===== src/rtl/instr_encoder_if.sv =====
// Bundle/memory-side signal group for the RV32I instruction encoder.
// The slave modport is the encoder's view; master is the producer/memory side.
interface instr_encoder_if #(
    parameter int ADDR_W = 10
);
    logic              in_valid;
    logic              in_ready;
    logic [1:0]        in_fmt;
    logic [4:0]        in_rs1;
    logic [4:0]        in_rs2;
    logic [4:0]        in_rd;
    logic [2:0]        in_funct3;
    logic [11:0]       in_imm;
    logic [6:0]        in_funct7;
    logic              flush;
    logic              mem_we;
    logic [ADDR_W-1:0] mem_addr;
    logic [31:0]       mem_wdata;
    logic              mem_ack;
    logic              err_illegal;
    logic [7:0]        illegal_cnt;
    logic              wrapped;

    modport master (
        output in_valid, in_fmt, in_rs1, in_rs2, in_rd, in_funct3, in_imm, in_funct7,
        output flush, mem_ack,
        input  in_ready, mem_we, mem_addr, mem_wdata, err_illegal, illegal_cnt, wrapped
    );

    modport slave (
        input  in_valid, in_fmt, in_rs1, in_rs2, in_rd, in_funct3, in_imm, in_funct7,
        input  flush, mem_ack,
        output in_ready, mem_we, mem_addr, mem_wdata, err_illegal, illegal_cnt, wrapped
    );
endinterface


===== src/rtl/instr_encoder.sv =====
// RV32I field-to-word encoder: packs LOAD/OP-IMM/STORE/OP bundles, rejects illegal
// combinations, and streams words through a small FIFO into instruction memory.
module instr_encoder #(
    parameter int unsigned ADDR_W     = 10,
    parameter int unsigned FIFO_DEPTH = 4,
    parameter int unsigned BASE_ADDR  = 0
) (
    input  logic            clk,
    input  logic            rst_n,
    instr_encoder_if.slave  bus
);
    typedef enum logic [0:0] {
        ST_IDLE = 1'b0,
        ST_BUSY = 1'b1
    } state_t;

    localparam int unsigned       PTR_W      = (FIFO_DEPTH > 1) ? $clog2(FIFO_DEPTH) : 1;
    localparam int unsigned       CNT_W      = PTR_W + 1;
    localparam logic [CNT_W-1:0]  DEPTH_C    = CNT_W'(FIFO_DEPTH);
    localparam logic [ADDR_W-1:0] BASE_C     = ADDR_W'(BASE_ADDR);
    localparam logic [ADDR_W-1:0] ADDR_MAX_C = {ADDR_W{1'b1}};

    function automatic logic [31:0] encode(
        input logic [1:0]  fmt,
        input logic [4:0]  rs1,
        input logic [4:0]  rs2,
        input logic [4:0]  rd,
        input logic [2:0]  f3,
        input logic [11:0] imm,
        input logic [6:0]  f7
    );
        logic [31:0] word;
        case (fmt)
            2'b00:   word = {imm, rs1, f3, rd, 7'b0000011};
            2'b01:   word = {imm, rs1, f3, rd, 7'b0010011};
            2'b10:   word = {imm[11:5], rs2, rs1, f3, imm[4:0], 7'b0100011};
            2'b11:   word = {f7, rs2, rs1, f3, rd, 7'b0110011};
            default: word = 32'h0000_0000;
        endcase
        return word;
    endfunction

    function automatic logic is_legal(
        input logic [1:0]  fmt,
        input logic [2:0]  f3,
        input logic [11:0] imm,
        input logic [6:0]  f7
    );
        logic ok;
        case (fmt)
            2'b00: ok = !((f3 == 3'b011) || (f3 == 3'b110) || (f3 == 3'b111));
            2'b01: begin
                // Shift immediates reuse imm[11:5] as a funct7-like selector.
                if (f3 == 3'b001) begin
                    ok = (imm[11:5] == 7'b0000000);
                end else if (f3 == 3'b101) begin
                    ok = (imm[11:5] == 7'b0000000) || (imm[11:5] == 7'b0100000);
                end else begin
                    ok = 1'b1;
                end
            end
            2'b10: ok = (f3 <= 3'b010);
            2'b11: begin
                if (f7 == 7'b0000000) begin
                    ok = 1'b1;
                end else if (f7 == 7'b0100000) begin
                    ok = (f3 == 3'b000) || (f3 == 3'b101);
                end else begin
                    ok = 1'b0;
                end
            end
            default: ok = 1'b0;
        endcase
        return ok;
    endfunction

    logic [31:0]       fifo_mem_r [FIFO_DEPTH];
    logic [PTR_W-1:0]  wr_ptr_r;
    logic [PTR_W-1:0]  rd_ptr_r;
    logic [CNT_W-1:0]  count_r;

    state_t            state_r;
    state_t            state_s;
    logic              mem_we_r;
    logic              mem_we_s;
    logic [ADDR_W-1:0] addr_r;
    logic [ADDR_W-1:0] addr_s;
    logic [31:0]       wdata_r;
    logic [31:0]       wdata_s;
    logic              wrapped_r;
    logic              wrapped_s;
    logic              err_r;
    logic [7:0]        illegal_cnt_r;

    logic              in_ready_s;
    logic              accept_s;
    logic              legal_s;
    logic              push_s;
    logic              pop_s;
    logic              fifo_empty_s;
    logic [31:0]       enc_s;

    assign enc_s        = encode(bus.in_fmt, bus.in_rs1, bus.in_rs2, bus.in_rd,
                                 bus.in_funct3, bus.in_imm, bus.in_funct7);
    assign legal_s      = is_legal(bus.in_fmt, bus.in_funct3, bus.in_imm, bus.in_funct7);
    // No credit is taken for a same-cycle pop: readiness depends only on stored count.
    assign in_ready_s   = rst_n && (count_r < DEPTH_C) && !bus.flush;
    assign accept_s     = bus.in_valid && in_ready_s;
    assign push_s       = accept_s && legal_s;
    assign fifo_empty_s = (count_r == '0);

    // FIFO storage: written only on a legal accepted bundle.
    always_ff @(posedge clk or negedge rst_n) begin
        if (!rst_n) begin
            for (int i = 0; i < int'(FIFO_DEPTH); i++) begin
                fifo_mem_r[i] <= 32'h0000_0000;
            end
        end else if (push_s) begin
            fifo_mem_r[wr_ptr_r] <= enc_s;
        end
    end

    // FIFO pointers and occupancy; flush discards all stored words.
    always_ff @(posedge clk or negedge rst_n) begin
        if (!rst_n) begin
            wr_ptr_r <= '0;
            rd_ptr_r <= '0;
            count_r  <= '0;
        end else if (bus.flush) begin
            wr_ptr_r <= '0;
            rd_ptr_r <= '0;
            count_r  <= '0;
        end else begin
            if (push_s) begin
                wr_ptr_r <= wr_ptr_r + PTR_W'(1);
            end
            if (pop_s) begin
                rd_ptr_r <= rd_ptr_r + PTR_W'(1);
            end
            case ({push_s, pop_s})
                2'b10:   count_r <= count_r + CNT_W'(1);
                2'b01:   count_r <= count_r - CNT_W'(1);
                default: count_r <= count_r;
            endcase
        end
    end

    // Writer next-state and output-register values; flush overrides ack.
    always_comb begin
        state_s   = state_r;
        mem_we_s  = mem_we_r;
        addr_s    = addr_r;
        wdata_s   = wdata_r;
        wrapped_s = wrapped_r;
        pop_s     = 1'b0;
        if (bus.flush) begin
            state_s   = ST_IDLE;
            mem_we_s  = 1'b0;
            addr_s    = BASE_C;
            wrapped_s = 1'b0;
        end else begin
            case (state_r)
                ST_IDLE: begin
                    if (!fifo_empty_s) begin
                        pop_s    = 1'b1;
                        wdata_s  = fifo_mem_r[rd_ptr_r];
                        mem_we_s = 1'b1;
                        state_s  = ST_BUSY;
                    end else begin
                        mem_we_s = 1'b0;
                    end
                end
                ST_BUSY: begin
                    if (bus.mem_ack) begin
                        addr_s = addr_r + ADDR_W'(1);
                        if (addr_r == ADDR_MAX_C) begin
                            wrapped_s = 1'b1;
                        end else begin
                            wrapped_s = wrapped_r;
                        end
                        if (!fifo_empty_s) begin
                            pop_s    = 1'b1;
                            wdata_s  = fifo_mem_r[rd_ptr_r];
                            mem_we_s = 1'b1;
                        end else begin
                            mem_we_s = 1'b0;
                            state_s  = ST_IDLE;
                        end
                    end else begin
                        mem_we_s = 1'b1;
                    end
                end
                default: begin
                    state_s  = ST_IDLE;
                    mem_we_s = 1'b0;
                end
            endcase
        end
    end

    // Writer state and registered memory-side outputs.
    always_ff @(posedge clk or negedge rst_n) begin
        if (!rst_n) begin
            state_r   <= ST_IDLE;
            mem_we_r  <= 1'b0;
            addr_r    <= BASE_C;
            wdata_r   <= 32'h0000_0000;
            wrapped_r <= 1'b0;
        end else begin
            state_r   <= state_s;
            mem_we_r  <= mem_we_s;
            addr_r    <= addr_s;
            wdata_r   <= wdata_s;
            wrapped_r <= wrapped_s;
        end
    end

    // Rejection pulse and saturating reject counter; flush leaves the count alone.
    always_ff @(posedge clk or negedge rst_n) begin
        if (!rst_n) begin
            err_r         <= 1'b0;
            illegal_cnt_r <= 8'd0;
        end else begin
            err_r <= accept_s && !legal_s;
            if (accept_s && !legal_s && (illegal_cnt_r != 8'hFF)) begin
                illegal_cnt_r <= illegal_cnt_r + 8'd1;
            end
        end
    end

    assign bus.in_ready    = in_ready_s;
    assign bus.mem_we      = mem_we_r;
    assign bus.mem_addr    = addr_r;
    assign bus.mem_wdata   = wdata_r;
    assign bus.err_illegal = err_r;
    assign bus.illegal_cnt = illegal_cnt_r;
    assign bus.wrapped     = wrapped_r;

endmodule


===== src/flat_wrapper.sv =====
// flat-port wrapper written by rule: the top's interface ports become plain ports
module instr_encoder_flat 
#(
    parameter int unsigned ADDR_W     = 10,
    parameter int unsigned FIFO_DEPTH = 4,
    parameter int unsigned BASE_ADDR  = 0
)
  (clk, rst_n, bus_in_valid, bus_in_fmt, bus_in_rs1, bus_in_rs2, bus_in_rd, bus_in_funct3, bus_in_imm, bus_in_funct7, bus_flush, bus_mem_ack, bus_in_ready, bus_mem_we, bus_mem_addr, bus_mem_wdata, bus_err_illegal, bus_illegal_cnt, bus_wrapped);
  instr_encoder_if #(.ADDR_W(ADDR_W)) bus_i ();
  input  logic clk;
  input  logic rst_n;
  input wire logic [$bits(bus_i.in_valid)-1:0] bus_in_valid;
  input wire logic [$bits(bus_i.in_fmt)-1:0] bus_in_fmt;
  input wire logic [$bits(bus_i.in_rs1)-1:0] bus_in_rs1;
  input wire logic [$bits(bus_i.in_rs2)-1:0] bus_in_rs2;
  input wire logic [$bits(bus_i.in_rd)-1:0] bus_in_rd;
  input wire logic [$bits(bus_i.in_funct3)-1:0] bus_in_funct3;
  input wire logic [$bits(bus_i.in_imm)-1:0] bus_in_imm;
  input wire logic [$bits(bus_i.in_funct7)-1:0] bus_in_funct7;
  input wire logic [$bits(bus_i.flush)-1:0] bus_flush;
  input wire logic [$bits(bus_i.mem_ack)-1:0] bus_mem_ack;
  output wire logic [$bits(bus_i.in_ready)-1:0] bus_in_ready;
  output wire logic [$bits(bus_i.mem_we)-1:0] bus_mem_we;
  output wire logic [$bits(bus_i.mem_addr)-1:0] bus_mem_addr;
  output wire logic [$bits(bus_i.mem_wdata)-1:0] bus_mem_wdata;
  output wire logic [$bits(bus_i.err_illegal)-1:0] bus_err_illegal;
  output wire logic [$bits(bus_i.illegal_cnt)-1:0] bus_illegal_cnt;
  output wire logic [$bits(bus_i.wrapped)-1:0] bus_wrapped;
  assign bus_i.in_valid = bus_in_valid;
  assign bus_i.in_fmt = bus_in_fmt;
  assign bus_i.in_rs1 = bus_in_rs1;
  assign bus_i.in_rs2 = bus_in_rs2;
  assign bus_i.in_rd = bus_in_rd;
  assign bus_i.in_funct3 = bus_in_funct3;
  assign bus_i.in_imm = bus_in_imm;
  assign bus_i.in_funct7 = bus_in_funct7;
  assign bus_i.flush = bus_flush;
  assign bus_i.mem_ack = bus_mem_ack;
  assign bus_in_ready = bus_i.in_ready;
  assign bus_mem_we = bus_i.mem_we;
  assign bus_mem_addr = bus_i.mem_addr;
  assign bus_mem_wdata = bus_i.mem_wdata;
  assign bus_err_illegal = bus_i.err_illegal;
  assign bus_illegal_cnt = bus_i.illegal_cnt;
  assign bus_wrapped = bus_i.wrapped;
  instr_encoder #(.ADDR_W(ADDR_W), .FIFO_DEPTH(FIFO_DEPTH), .BASE_ADDR(BASE_ADDR)) u_core (.clk(clk), .rst_n(rst_n), .bus(bus_i));
endmodule

===== config.mk =====
export PLATFORM = sky130hd
export DESIGN_NAME = instr_encoder_flat
export DESIGN_NICKNAME = d
export VERILOG_FILES = /design/src/rtl/instr_encoder_if.sv /design/src/rtl/instr_encoder.sv /design/src/flat_wrapper.sv
export SDC_FILE = /design/constraint.sdc
export NUM_CORES = 1
export LEC_CHECK = 0
export CAP_MARGIN = 30
export CELL_PAD_IN_SITES_DETAIL_PLACEMENT = 1
export CELL_PAD_IN_SITES_GLOBAL_PLACEMENT = 1
export CORE_MARGIN = 2
export CORE_UTILIZATION = 25
export CTS_CLUSTER_DIAMETER = 30
export DETAILED_ROUTE_END_ITERATION = 12
export PLACE_DENSITY = 0.58
export SYNTH_ARGS = -nofsm -noshare
export SYNTH_HDL_FRONTEND = slang
export SYNTH_SLANG_ARGS = --single-unit

===== constraint.sdc =====
create_clock -name clk -period 2.7 [get_ports clk]
set_input_delay 0.27 -clock clk [delete_from_list [all_inputs] [get_ports clk]]
set_output_delay 0.27 -clock clk [all_outputs]
set_load 0.01 [all_outputs]

==> reports/qor.csv <==
metric,value,unit
outcome,"finished, final reports clean",
Inserted Clock Buffers,17,
"FF+latch count, synth",168,
htree depth,4,
leading area contributor after synthesis,dfrtp_1,
antenna violations before repair,0,
"top cells by area, synth","dfrtp_1, mux4_2, mux2_2, o21ai_0, nand2_1",
FF-to-FF Start,u_core.count_r[0],
post-cts resize count,0,
Final #Nets,747,
Total GRT Usage,12.7,%
Avg WL per Cell,17.3,um
share of cells above drive strength 1,24.1,%
routability cong.,0.702,
Sw Ratio,30.0,%
Setup WS pre-CTS,-184,ps
drt first-iter violations,248,
fin crit share,89.8,%
grt total ovfl,0,
crit path from,bus_in_funct7[3],
"commonest cells after routing, fill and taps aside","dfrtp_1, clkdlybuf4s50_1, nand2_1",
Sw Pwr,2.51,mW
critical path's slowest cell,or4_4,
pin count of the biggest net entering global routing,65,
reg2reg setup slack,440,ps
detailed-route via count,4821,
routed wire length,19.0,mm
Flop pwr share,39.8,%
"commonest non-fill, non-tap cell in the layout",dfrtp_1,
Max-cap violations,0,
static leakage,4.30,nW
Die Ht,178,um
fillers,3167,
top_reg_cell synth,dfrtp_1,
drt pass-1 iters,4,
Synth top area share,55.6,%
RSZ-0062 raised after global routing,no,
"Seq/Total Area, Yosys",55.6,%
Sum Neg Setup Slack,0,ps
Horiz. Die Dim,178,um
Post-CTS Setup Bufs,0,
synthesized area,7570,um2
reg2reg path depth,8,
CP max FO,3,
clock root cell,clkbuf_16,
final worst slack,276,ps
f_max,412,MHz
HPWL Detailed,12.7,mm
number of flops mapped to enable cells by yosys,0,
P_int,5.86,mW
Buffers on Ports,94,
stages on the worst setup path,10,
pwr dens,861,nW/um2
CTS Hold Buffers Added,1,
clk_lat worst skew,430,ps
final core occ,32.7,%
Worst setup EP type,flip-flop,
Peak supply drop,0.396,mV
CTS tree,built,
startpoint types,primary input,
routed vias/inst,4.38,
Setup Skew,15.2,ps
via count of the first global-routing pass,5307,
final-report hold violation count,0,
num rows,63,
Logic pwr share,30.3,%
TritonCTS Sinks,168,
Mapped Cells,587,
"Arr. time, crit path",2760,ps
Synth-to-Final Area Change,28.5,%
Die Area,31700,um2
Antenna Nets Post-Route,0,
min cycle time layout,2420,ps
"Power, Total",8.37,mW
Worst-path clk slew,80,ps
post-synthesis cell type count,44,
reg2reg end,u_core.count_r[2],
slew at the pin with the worst max-slew slack,828,ps
relative slew slack,44.8,%
Crit path max-delay family,simple AND/OR/NAND/NOR gates,
Final setup viols,0,
Avg Synthesized Cell Area,12.9,um2
clock buffer depth,2,
Initial Util,25.5,%
first-pass GRT wire length,30.6,mm
CP peak stage delay,560,ps
CP required,3040,ps
WP buf/inv,1,
kind of critical path,primary input to flip-flop,
cells along the critical path,"clkdlybuf4s50_1, or4_4, nor4_4, a22o_1, nand2_2, and2_1, fa_1, nor3_1, nand2_1, a31oi_1",
worst hold margin,192,ps
# IOs,98,
Hold WC Path Type,primary input to asynchronous set/reset pin,
Clock power frac,29.9,%
Yosys Warn Count,0,
"Slew Viols, Final",0,
ys async rst share,100,%
area of the core,29700,um2
DRC,0,
## through the flow
step	instance area (um2)	cells
2_1_floorplan	7570	589
3_5_place_dp	9110	1066
5_1_grt	9720	1099
4_1_cts	9720	1099
6_report	9720	1100
3_3_place_gp	9110	1066
## cell families (layout without fill, tap and decap cells)
kind of cell	count (synthesis)	after routing	synth area share, %
other cells	1	4	0.0496
simple gates	140	140	9.19
fa+ha+maj	7	7	1.26
flops	168	168	55.6
compound gates	90	90	6.70
buf+inv	47	167	3.04
xor+xnor	17	17	1.97
mux	117	117	22.2
## power groups by stage
| stage | Combinational, mW | Clock [mW] | Sequential (mW) |
|---|---|---|---|
| after detailed placement | 2.61 | 0 | 3.38 |
| final | 2.54 | 2.50 | 3.33 |
| after floorplan | 1.44 | 0 | 3.40 |
| after CTS | 2.62 | 2.57 | 3.34 |
| after global placement | 2.56 | 0 | 3.38 |
| after global routing | 2.77 | 2.68 | 3.41 |
## cell usage after synthesis, types with 2 or more instances
cell type and number:
a21oi_1 5, a31oi_1 2, and2_1 2, and3_1 5
buf_1 6, buf_4 4, buf_6 5, clkbuf_1 21
dfrtp_1 168, ha_1 6, inv_1 10, mux2_2 49
mux2_4 20, mux2i_1 20, mux4_2 28, nand2_1 81
nand2b_1 4, nand3_1 5, nand3_4 4, nand4_1 5
nor2_1 16, nor2b_1 3, nor3_1 7, o21ai_0 75
or4_4 2, xnor2_1 8, xor2_1 9
## cell type report
class / instances / area, um2 / share of cell area, %
Clock buffer: 19 / 433 / 4.45
Multi-Input combinational cell: 374 / 3150 / 32.4
Clock inverter: 13 / 161 / 1.66
Tap cell: 390 / 488 / 5.02
Inverter: 10 / 37.5 / 0.386
Sequential cell: 168 / 4210 / 43.3
Antenna cell: 1 / 2.50 / 0.0257
Timing Repair Buffer: 125 / 1240 / 12.8
## state kept, by name (all words and copies together), names as in the netlist
signal,cells
u_core.bus.wrapped,1
u_core.rd_ptr_r,2
u_core.count_r,3
u_core.bus.err_illegal,1
u_core.bus.illegal_cnt,8
u_core.bus.mem_addr,10
u_core.bus.mem_wdata,28
u_core.fifo_mem_r,112
u_core.state_r,1
u_core.wr_ptr_r,2
## routing by layer
metal	GRT usage (%)	share of wire [%]	vias up
met5	0	0	-
met4	3.42	0.88	0
met3	2.39	2.4	14
met2	21.0	50	55
met1	17.0	47	2473
li1	-	-	2279
## worst max-delay path by stage
stage	slack (ps)	to
floorplan	190	u_core.count_r[2]
global placement	-110	u_core.count_r[2]
detailed placement	-180	u_core.count_r[2]
CTS	260	u_core.count_r[2]
global route	210	u_core.count_r[2]
finish	280	u_core.count_r[2]
Note: power is estimated with default switching activity, not from simulation.
